<file path="src/rtl/gupta_pkg.sv">
// Shared types, LFSR constants and the Gupta bit-select rule
// for the stochastic stream generator.
package gupta_pkg;

  typedef enum logic [1:0] {
    IDLE,
    RUN,
    DONE
  } gupta_state_e;

  localparam int          LFSR_W    = 32;
  localparam logic [31:0] LFSR_POLY = 32'h8020_0003;

  // Select p[k] where k is the most significant set bit of r.
  function automatic logic gupta_bit(
    input logic [15:0] r,
    input logic [15:0] p
  );
    logic b;
    b = 1'b0;
    for (int k = 0; k < 16; k++) begin
      if (r[k]) b = p[k];
    end
    return b;
  endfunction

endpackage

</file>
<file path="src/rtl/gupta_enc.sv">
// Single-channel combinational Gupta encoder:
// random slice + probability word -> one stream bit.
module gupta_enc
  import gupta_pkg::*;
#(
  parameter int M = 8
) (
  input  logic [M-1:0] rnd,
  input  logic [M-1:0] p,
  output logic         q
);

  assign q = gupta_bit(16'(rnd), 16'(p));

endmodule

</file>
<file path="src/rtl/gupta_stream_gen.sv">
// Multi-channel stochastic stream generator with product output.
// Define GUPTA_ONES_CNT_EN to enable the ones_o product counter.
module gupta_stream_gen
  import gupta_pkg::*;
#(
  parameter int          M     = 8,
  parameter int          N_CH  = 4,
  parameter int          LEN_W = 10,
  parameter logic [31:0] SEED  = 32'hACE1_2468
) (
  input  logic              clk_i,
  input  logic              rst_i,
  input  logic              start_i,
  input  logic [N_CH*M-1:0] proba_i,
  input  logic [LEN_W-1:0]  len_i,
  input  logic              seed_ld_i,
  input  logic [31:0]       seed_i,
  input  logic              ready_i,
  output logic              busy_o,
  output logic              valid_o,
  output logic [N_CH-1:0]   bits_o,
  output logic              prod_o,
  output logic              done_o,
  output logic [LEN_W:0]    ones_o
);

  localparam int W = N_CH * M;

  if (W > LFSR_W) begin : g_bad_width
    $error("gupta_stream_gen: N_CH*M must not exceed 32");
  end
  if (SEED == 32'd0) begin : g_bad_seed
    $error("gupta_stream_gen: SEED must be nonzero");
  end

  gupta_state_e state;
  gupta_state_e nxt;

  logic [31:0]      lfsr;
  logic [31:0]      lfsr_nxt;
  logic [W-1:0]     proba_q;
  logic [LEN_W-1:0] len_q;
  logic [LEN_W-1:0] cnt;
  logic [N_CH-1:0]  enc;
  logic             accept;
  logic             last;
  logic             run;

  assign run    = (state == RUN);
  assign accept = run & ready_i;
  assign last   = (cnt == len_q - 1'b1);

  assign lfsr_nxt = {1'b0, lfsr[31:1]}
                  ^ (lfsr[0] ? LFSR_POLY : 32'd0);

  for (genvar c = 0; c < N_CH; c++) begin : g_ch
    gupta_enc #(.M(M)) u_enc (
      .rnd (lfsr[c*M +: M]),
      .p   (proba_q[c*M +: M]),
      .q   (enc[c])
    );
  end

  always_ff @(posedge clk_i) begin
    if (rst_i) state <= IDLE;
    else       state <= nxt;
  end

  always_comb begin
    nxt = state;
    unique case (state)
      IDLE: begin
        if (start_i) nxt = (len_i != '0) ? RUN : DONE;
      end
      RUN: begin
        if (accept && last) nxt = DONE;
      end
      DONE:    nxt = IDLE;
      default: nxt = IDLE;
    endcase
  end

  always_comb begin
    valid_o = run;
    busy_o  = (state != IDLE);
    done_o  = (state == DONE);
    bits_o  = run ? enc : '0;
    prod_o  = run & (&enc);
  end

  // Seed load precedes start so the first beat sees the new seed.
  always_ff @(posedge clk_i) begin
    if (rst_i) begin
      lfsr    <= SEED;
      proba_q <= '0;
      len_q   <= '0;
      cnt     <= '0;
    end else if (state == IDLE) begin
      if (seed_ld_i)
        lfsr <= (seed_i == 32'd0) ? SEED : seed_i;
      if (start_i) begin
        proba_q <= proba_i;
        len_q   <= len_i;
        cnt     <= '0;
      end
    end else if (accept) begin
      lfsr <= lfsr_nxt;
      cnt  <= cnt + 1'b1;
    end
  end

`ifdef GUPTA_ONES_CNT_EN
  always_ff @(posedge clk_i) begin
    if (rst_i)
      ones_o <= '0;
    else if (state == IDLE && start_i)
      ones_o <= '0;
    else if (accept && prod_o)
      ones_o <= ones_o + 1'b1;
  end
`else
  assign ones_o = '0;
`endif

endmodule

</file>
<file path="config.mk">
export PLATFORM = sky130hd
export DESIGN_NAME = gupta_stream_gen
export DESIGN_NICKNAME = d
export VERILOG_FILES = /design/src/rtl/gupta_pkg.sv /design/src/rtl/gupta_enc.sv /design/src/rtl/gupta_stream_gen.sv
export SDC_FILE = /design/constraint.sdc
export NUM_CORES = 1
export LEC_CHECK = 0
export ABC_AREA = 0
export BUFFER_PORTS_ARGS = -buffer_cell sky130_fd_sc_hd__buf_4
export CELL_PAD_IN_SITES_DETAIL_PLACEMENT = 1
export CELL_PAD_IN_SITES_GLOBAL_PLACEMENT = 2
export CORE_ASPECT_RATIO = 0.6
export CORE_MARGIN = 8
export CORE_UTILIZATION = 30
export CTS_BUF_LIST = sky130_fd_sc_hd__clkbuf_2
export DETAILED_ROUTE_END_ITERATION = 8
export PLACE_DENSITY = 0.8
export SETUP_SLACK_MARGIN = 0.4
export SLEW_MARGIN = 20
export SYNTH_ARGS = -nofsm -noshare
export SYNTH_HDL_FRONTEND = slang
export SYNTH_SLANG_ARGS = --single-unit
</file>
<file path="constraint.sdc">
create_clock -name clk_i -period 4.15 [get_ports clk_i]
set_input_delay 0.415 -clock clk_i [delete_from_list [all_inputs] [get_ports clk_i]]
set_output_delay 0.415 -clock clk_i [all_outputs]
set_load 0.1 [all_outputs]
</file>
==> reports/results.tsv, run 1 <==
metric	value	unit
post_cts_buffers	0	
htreeDepth	3	
gp_congestion	0.787	
rsz0062_at_grt	false	
postRouteAntennaNets	0	
final-hold-violation-count	0	
relSlewSlack	30.9	%
drc	0	
hold_path_class	primary input to flip-flop	
post_drt_wl_per_cell	17.1	um
yosysWarnings	0	
place_hpwl	10600	um
end_kind	output port	
synth.most_common_cell	nand2_1	
clk_latency	560	ps
yosys.area.top_type	dfxtp_1	
skew	31.9	ps
drive_gt1_share	18.4	%
grt_max_degree	80	
ios	98	
critPathKind	flip-flop to output port	
clkSinkCount	86	
cts.repair.resized	0	
wl	14100	um
cp-endpoint	busy_o	
fin_ws	1140	ps
vias	4116	
clock_path_buffers	2	
synth_area	4240	um^2
cp_max_fo	37	
tns	0	ps
grt_pass1_vias	4295	
worst_ep_arrival_time	2590	ps
ys_ff_latch	86	
slowest_stage	clkinv_1	
cp_slowest_stage_delay	640	ps
synth_cell_types	48	
clock.fmax	332	MHz
r2r_cells	6	
r2r_end	proba_q[22]	
synth_area_leaders	dfxtp_1 (41%), nand2_1 (12%), a21oi_1 (7.1%), nor2_1 (4.9%), a311oi_1 (3.7%)	
io_buffers	86	
synth_edf_count	0	
drv_slew	0	
coreArea	13700	um^2
seq_area_frac_synth	40.6	%
vias_per_cell	4.99	
setup_viol	0	
start_kind	flip-flop	
cts_buffers	9	
hold_buffers	3	
grt_first_pass_wirelength	22600	um
synthArstFlopShare	0	%
place_inst	800	
fin_crit_sh	72.5	%
cts_tree	done	
grt.overflow.total	0	
fp.dieH	108	um
die_area	18300	um^2
outcome	completed	
crit_top_cell	buf_4	
worstSetupStartpoint	state[1]	
firstDrtPassIters	4	
synthCells	555	
crit_family	buffers and inverters	
reg2reg_setup_slack	1890	ps
r2r-start	state[1]	
drtIter0Drc	158	
area_growth_syn_to_layout	21.9	%
max_cap_violations	0	
crit_cells	4	
syn_area_per_cell	7.63	um^2
peakVddDrop	121	uV
period_needed	3010	ps
p_leak	0.00203	uW
required	3730	ps
die_w	169	um
grt_use_total	15.5	%
netlist.area_leader.share	40.6	%
synth_common_cells	nand2_1 (136), dfxtp_1 (86), a21oi_1 (60)	
powerDensity	348	nW/um^2
start_util	30.9	%
nFillCells	1674	
crit_buf_inv	3	
path_clk_slew	270	ps
final_nets	708	
dp_slack	1420	ps
fin_cells	825	
cts-root-buf	clkbuf_2	
rows	33	
synth_flop_cell	dfxtp_1	
worst_pin_slew	1030	ps
antenna_found_initial	1	
crit_chain	nor2_2, buf_4, clkinv_1, buf_4	
## cells in the final DEF (no fill, tap or decap), types with 14 or more instances in the layout
cell type / instances
a211o_1: 16
a21oi_1: 60
a311oi_1: 18
buf_4: 90
dfxtp_1: 86
inv_1: 14
nand2_1: 136
nor2_1: 54
o22ai_1: 14
xnor2_1: 15
## cells by family after synthesis
kind of cell | Yosys count | synth area share (%)
other cells | 1 | 0.0885
fa+ha+maj | 2 | 0.591
mux | 3 | 0.709
compound gates | 137 | 20.9
simple gates | 242 | 25.5
xor+xnor | 22 | 4.55
flops | 86 | 40.6
buf+inv | 62 | 7.03
## cell type report
class                      count  area [um^2]  share of cell area, %
sequential                    86         1720                   33.4
multi-input combinational    417         2270                   43.9
clock buffer                   9         45.0                  0.873
antenna                        1         2.50                 0.0485
tap                          192          240                   4.65
inverter                      15         56.3                   1.09
clock inverter                 7         72.6                   1.41
timing repair buffer          98          756                   14.6
## layer usage
layer	GRT usage [%]	up-vias	wire length [um]
met5	0	-	0
met4	2.83	0	72
met3	4.77	4	888
met2	24.3	96	6160
met1	20.8	1974	7020
li1	-	2042	-
## stage by stage
stage / hold WS, ps / total power (uW) / utilization (%) / cell area, um^2
finish: 56.6 / 1800 / 37.7 / 5160
global placement: 444 / 1340 / 36.2 / 4960
global route: 2.27 / 1900 / 37.7 / 5160
floorplan: 431 / 1220 / - / 4280
CTS: 3.74 / 1810 / 37.2 / 5100
detailed placement: 450 / 1360 / 36.2 / 4960
## sequential cells by signal, summed over array words and instances (netlist names)
name,flops
proba_q,32
len_q,10
cnt,10
state,2
lfsr,32
## where the power goes
group | total (uW) | leakage [uW] | switching [uW] | internal (uW)
clock network | 452 | 0.0000703 | 311 | 142
registers | 943 | 0.000708 | 59.5 | 883
logic | 401 | 0.00125 | 248 | 153
total | 1800 | 0.00203 | 619 | 1180
## worst min path at each step
stage	slack, ps	to	cells after the start	from
2_1_floorplan	430	proba_q[21]	2	proba_q[21]
3_3_place_gp	440	proba_q[20]	2	proba_q[20]
3_5_place_dp	450	proba_q[18]	2	proba_q[18]
4_1_cts	4	proba_q[11]	3	proba_i[11]
5_1_grt	2	proba_q[9]	3	proba_i[9]
6_report	60	proba_q[11]	3	proba_i[11]
## worst reg2reg max path, stage by stage (launching register included)
cell and delay [ps]:
dfxtp_1 470, nor2_2 110, buf_4 370, and2_1 490, buf_4 450, nand2_1 190, a21oi_1 140
Power figures use the tool's default switching activity.
==> run 2: changes to the inputs <==
- clock period: 4.15 -> 2.8 ns (I/O delays scaled with it)
==> reports/results.tsv, run 2 (same netlist as run 1, synthesis figures left out) <==
metric	value	unit	change
wl	15100	um	+7.0%
final_nets	775		+9.5%
ios	98		unchanged
place_hpwl	10600	um	+0.55%
report.power.total	2700	uW	+51%
grt_first_pass_wirelength	24500	um	+8.2%
cts_tree	done		
post_drt_wl_per_cell	17.0	um	-1.0%
die_area	18300	um^2	unchanged
final-hold-violation-count	0		unchanged
fp.dieH	108	um	unchanged
worst_ep_arrival_time	2090	ps	-500 ps
vias	4415		+7.3%
postRouteAntennaNets	0		unchanged
grt.overflow.total	0		unchanged
r2r-start	len_q[0]		
clock_path_buffers	2		unchanged
reg2reg_setup_slack	710	ps	-1180 ps
drtIter0Drc	227		+44%
top_regs	lfsr x32, proba_q x32		
gp_congestion	0.778		-1.2%
final_common_cell	nand2_1		
tns	0	ps	unchanged
period_needed	2370	ps	
p_int	1740	uW	+48%
cp_max_fo	4		-89%
rsz0062_at_grt	true		
path_clk_slew	260	ps	about the same
max_cap_violations	0		unchanged
p_switching	963	uW	+56%
r2r_end	state[1]		
clock.fmax	423	MHz	
clk_latency	570	ps	about the same
io_buffers	86		unchanged
peakVddDrop	167	uV	+38%
fin_crit_sh	84.5	%	
p_comb_share	26.8	%	+4.5 points
p_leak	0.00235	uW	+16%
vias_per_cell	4.95		-0.79%
worstSetupStartpoint	lfsr[10]		
grt_pass1_vias	4537		+5.6%
grt_use_total	16.6	%	+1.1 points
antenna_found_initial	0		-1
die_w	169	um	unchanged
grt_max_degree	54		-33%
drive_gt1_share	24.7	%	+6.4 points
cts-root-buf	clkbuf_2		
setup_viol	0		unchanged
most-common-layout-cells	nand2_1 (135), buf_4 (98), dfxtp_1 (64)		
multi_input_area	2370	um^2	+4.5%
cts_buffers	9		unchanged
rows	33		unchanged
nFillCells	1681		+0.42%
outcome	completed		
relSlewSlack	58.3	%	+27 points
clock_power_share	21.4	%	-3.8 points
cp-endpoint	prod_o		
regArea	1760	um^2	+2.0%
utilization	43.4	%	+5.8 points
clkSinkCount	86		unchanged
switching_share	35.6	%	+1.2 points
required	2520	ps	-1210 ps
seq_power_share	51.8	%	-0.7 points
r2r_cells	8		+2
powerDensity	454	nW/um^2	+31%
coreArea	13700	um^2	unchanged
end_kind	output port		
worst_pin_slew	626	ps	-403 ps
drv_slew	0		unchanged
critPathKind	flip-flop to output port		
drc	0		unchanged
firstDrtPassIters	4		unchanged
hold_path_class	primary input to flip-flop		
start_kind	flip-flop		
skew	37.0	ps	+5.10 ps
start_util	30.9	%	unchanged
area_growth_syn_to_layout	40.6	%	
htreeDepth	3		unchanged
[run 2: cell count changes in the layout (fill, tap and decap cells not counted), moves of 3 or more]
cell | before | now
a21oi_1 | 60 | 54
a21oi_2 | 0 | 6
a221oi_1 | 5 | 1
a221oi_2 | 0 | 4
buf_4 | 90 | 98
buf_6 | 0 | 3
dfxtp_1 | 86 | 64
dfxtp_2 | 0 | 19
dfxtp_4 | 0 | 3
dlygate4sd3_1 | 8 | 62
o21ai_0 | 12 | 4
o21ai_1 | 1 | 4
o21ai_2 | 0 | 4
[run 2: worst min path at each step]
stage / cells past startpoint / slack (ps) / start / endpoint
after floorplan: 2 / 420 / proba_i[21] / proba_q[21]
after global placement: 2 / 450 / proba_q[10] / proba_q[10]
after detailed placement: 2 / 450 / proba_q[17] / proba_q[17]
after CTS: 4 / 2 / seed_i[16] / lfsr[16]
after global routing: 4 / 20 / seed_i[16] / lfsr[16]
final: 4 / 70 / seed_i[6] / lfsr[6]
[run 2: routing by layer]
layer	up-vias	wire (um)	share of wire, %	track usage [%]
met5	-	0	0	0
met4	0	132	0.87	4.15
met3	10	651	4.3	3.60
met2	95	6690	44	25.6
met1	2125	7650	51	23.1
li1	2185	-	-	-
[run 2: repair_timing]
item,CTS,global route
pin swaps,4,6
gates resized for setup,36,29
setup endpoints to repair,6,5
setup buffers,7,0
hold endpoints to repair,62,0
hold buffers,62,0
[run 2: area by class of cell]
cell class / count / share of cell area [%]
clock inverters: 7 / 0.841
well taps: 192 / 4.03
clock buffers: 9 / 0.756
diodes: 1 / 0.0420
flip-flops and latches: 86 / 29.5
inverters: 15 / 1.01
repair buffers: 165 / 24.0
multi-input cells: 417 / 39.8
[run 2: critical path: stages, from the launching register on]
cell	delay, ps
dfxtp_2	400
a211oi_2	250
a221oi_2	120
nand2_1	110
nand3_2	100
nor4_4	270
buf_6	260
[run 2: power groups by stage]
stage	sequential (uW)	combinational [uW]	clock [uW]
detailed placement	1420	603	0
floorplan	1390	425	0
global route	1420	784	661
global placement	1410	585	0
CTS	1390	701	616
finish	1400	724	579
[run 2: metrics by stage]
step / instance area (um^2) / worst slack, ps / hold WS [ps] / instances
global placement: 5020 / 772 / 445 / 806
CTS: 5850 / 378 / 2.34 / 891
finish: 5950 / 435 / 72.8 / 892
detailed placement: 5020 / 728 / 449 / 806
global route: 5950 / 276 / 23.5 / 891
floorplan: 4290 / 278 / 416 / 565
==> run 3: changes to the inputs <==
- clock period: 2.8 -> 2.2 ns (I/O delays scaled with it)
==> reports/results.tsv, run 3 (same netlist as run 1, synthesis figures left out) <==
metric	value	unit	change
grt_use_total	16.8	%	+0.27 points
end_kind	output port		
final_nets	802		+3.5%
area_growth_syn_to_layout	52.0	%	
tns	-246	ps	-246 ps
clock_path_buffers	2		unchanged
nFillCells	1634		-2.8%
fin_ws	-153	ps	-587 ps
slowest_stage	dfxtp_2		
postRouteAntennaNets	0		unchanged
outcome	finished, violations left		
dp_slack	248	ps	-480 ps
clk_latency	540	ps	-30 ps
grt_max_degree	62		+15%
wl	15500	um	+2.8%
die_w	169	um	unchanged
io_buffers	86		unchanged
antenna_found_initial	0		unchanged
cts-root-buf	clkbuf_2		
reg2reg_setup_slack	250	ps	-460 ps
final_common_cell	nand2_1		
cts_buffers	9		unchanged
setup_viol	4		+4
grt.overflow.total	0		unchanged
critPathKind	flip-flop to output port		
cts_tree	done		
drive_gt1_share	29.1	%	+4.3 points
fp.dieH	108	um	unchanged
start_util	30.9	%	unchanged
period_needed	2350	ps	
vias_per_cell	4.93		-0.41%
peakVddDrop	243	uV	+46%
max_cap_violations	0		unchanged
rows	33		unchanged
most-common-layout-cells	nand2_1 (135), buf_4 (105), dlygate4sd3_1 (70)		
crit_chain	inv_1, a221oi_2, a21oi_1, a31oi_1, nand2_2, nor4_4, buf_6		
path_clk_slew	240	ps	-20 ps
clock.fmax	425	MHz	
drtIter0Drc	146		-36%
ios	98		unchanged
firstDrtPassIters	4		unchanged
p_leak	0.00254	uW	+8.3%
regArea	1760	um^2	+0.36%
powerDensity	581	nW/um^2	+28%
final-hold-violation-count	0		unchanged
htreeDepth	3		unchanged
grt_first_pass_wirelength	24800	um	+1.3%
grt_pass1_vias	4785		+5.5%
worst_pin_slew	707	ps	+80.4 ps
drc	0		unchanged
multi_input_area	2480	um^2	+4.9%
report.power.total	3740	uW	+38%
place_hpwl	10400	um	-1.7%
drv_slew	0		unchanged
top_regs	lfsr x32, proba_q x32		
start_kind	flip-flop		
die_area	18300	um^2	unchanged
coreArea	13700	um^2	unchanged
required	1980	ps	-540 ps
fin_crit_sh	107	%	
cp_max_fo	2		-2
relSlewSlack	52.9	%	-5.4 points
skew	24.4	ps	-12.6 ps
rsz0062_at_grt	true		
clkSinkCount	86		unchanged
hold_path_class	primary input to flip-flop		
cp_slowest_stage_delay	390	ps	about the same
worst_ep_arrival_time	2130	ps	+40 ps
post_drt_wl_per_cell	16.9	um	-0.26%
failed_checks	negative setup slack		
vias	4530		+2.6%
gp_congestion	0.775		-0.35%
## run 3: what timing repair did
item	4_1_cts	5_1_grt
gates resized for setup	72	37
buffers inserted	15	6
cloned	0	1
endpoints found under the hold margin	70	0
pin swaps	13	14
setup endpoints to repair	32	20
hold buffers	70	0
## run 3: per-layer routing
metal	GRT usage, %	part of all wire [%]
met5	0	0
met4	5.09	1.4
met3	3.64	4.6
met2	27.3	46
met1	22.3	48
## run 3: worst paths after layout
kind / startpoint / end / cells after the start
worst max-delay path: proba_q[30] / prod_o / 7
worst min-delay path: seed_i[26] / lfsr[26] / 4
worst max register to register: state[1] / state[1] / 7
worst min register to register: proba_q[4] / proba_q[4] / 2
## run 3: critical path, delay by kind of cell, from the launching register on
kind / cells / cell delay, ps
buffers and inverters: 2 / 310
DFF: 1 / 390
and+or+nand+nor: 2 / 430
AOI/OAI and AO/OA: 3 / 460
## run 3: cell type report
cell class / instances / area share [%]
multi-input combinational: 418 / 38.6
sequential: 86 / 27.4
timing repair buffer: 191 / 27.1
tap: 192 / 3.73
clock inverter: 6 / 1.34
inverter: 15 / 1.07
clock buffer: 10 / 0.777
antenna: 1 / 0.0389
## run 3: report_power, final
group	leakage [uW]	internal (uW)	switching, uW
clock	0.0000819	378	563
combinational	0.00174	467	553
sequential	0.000716	1670	111
total	0.00254	2510	1230
## run 3: metrics by stage
stage	cell area, um^2	utilization (%)	hold slack, ps	std cells
final	6440	47.0	50.9	919
after CTS	6230	45.5	8.82	911
after global routing	6440	47.0	19.7	918
after global placement	5080	37.0	444	810
after floorplan	4340	-	348	565
after detailed placement	5080	37.0	453	810
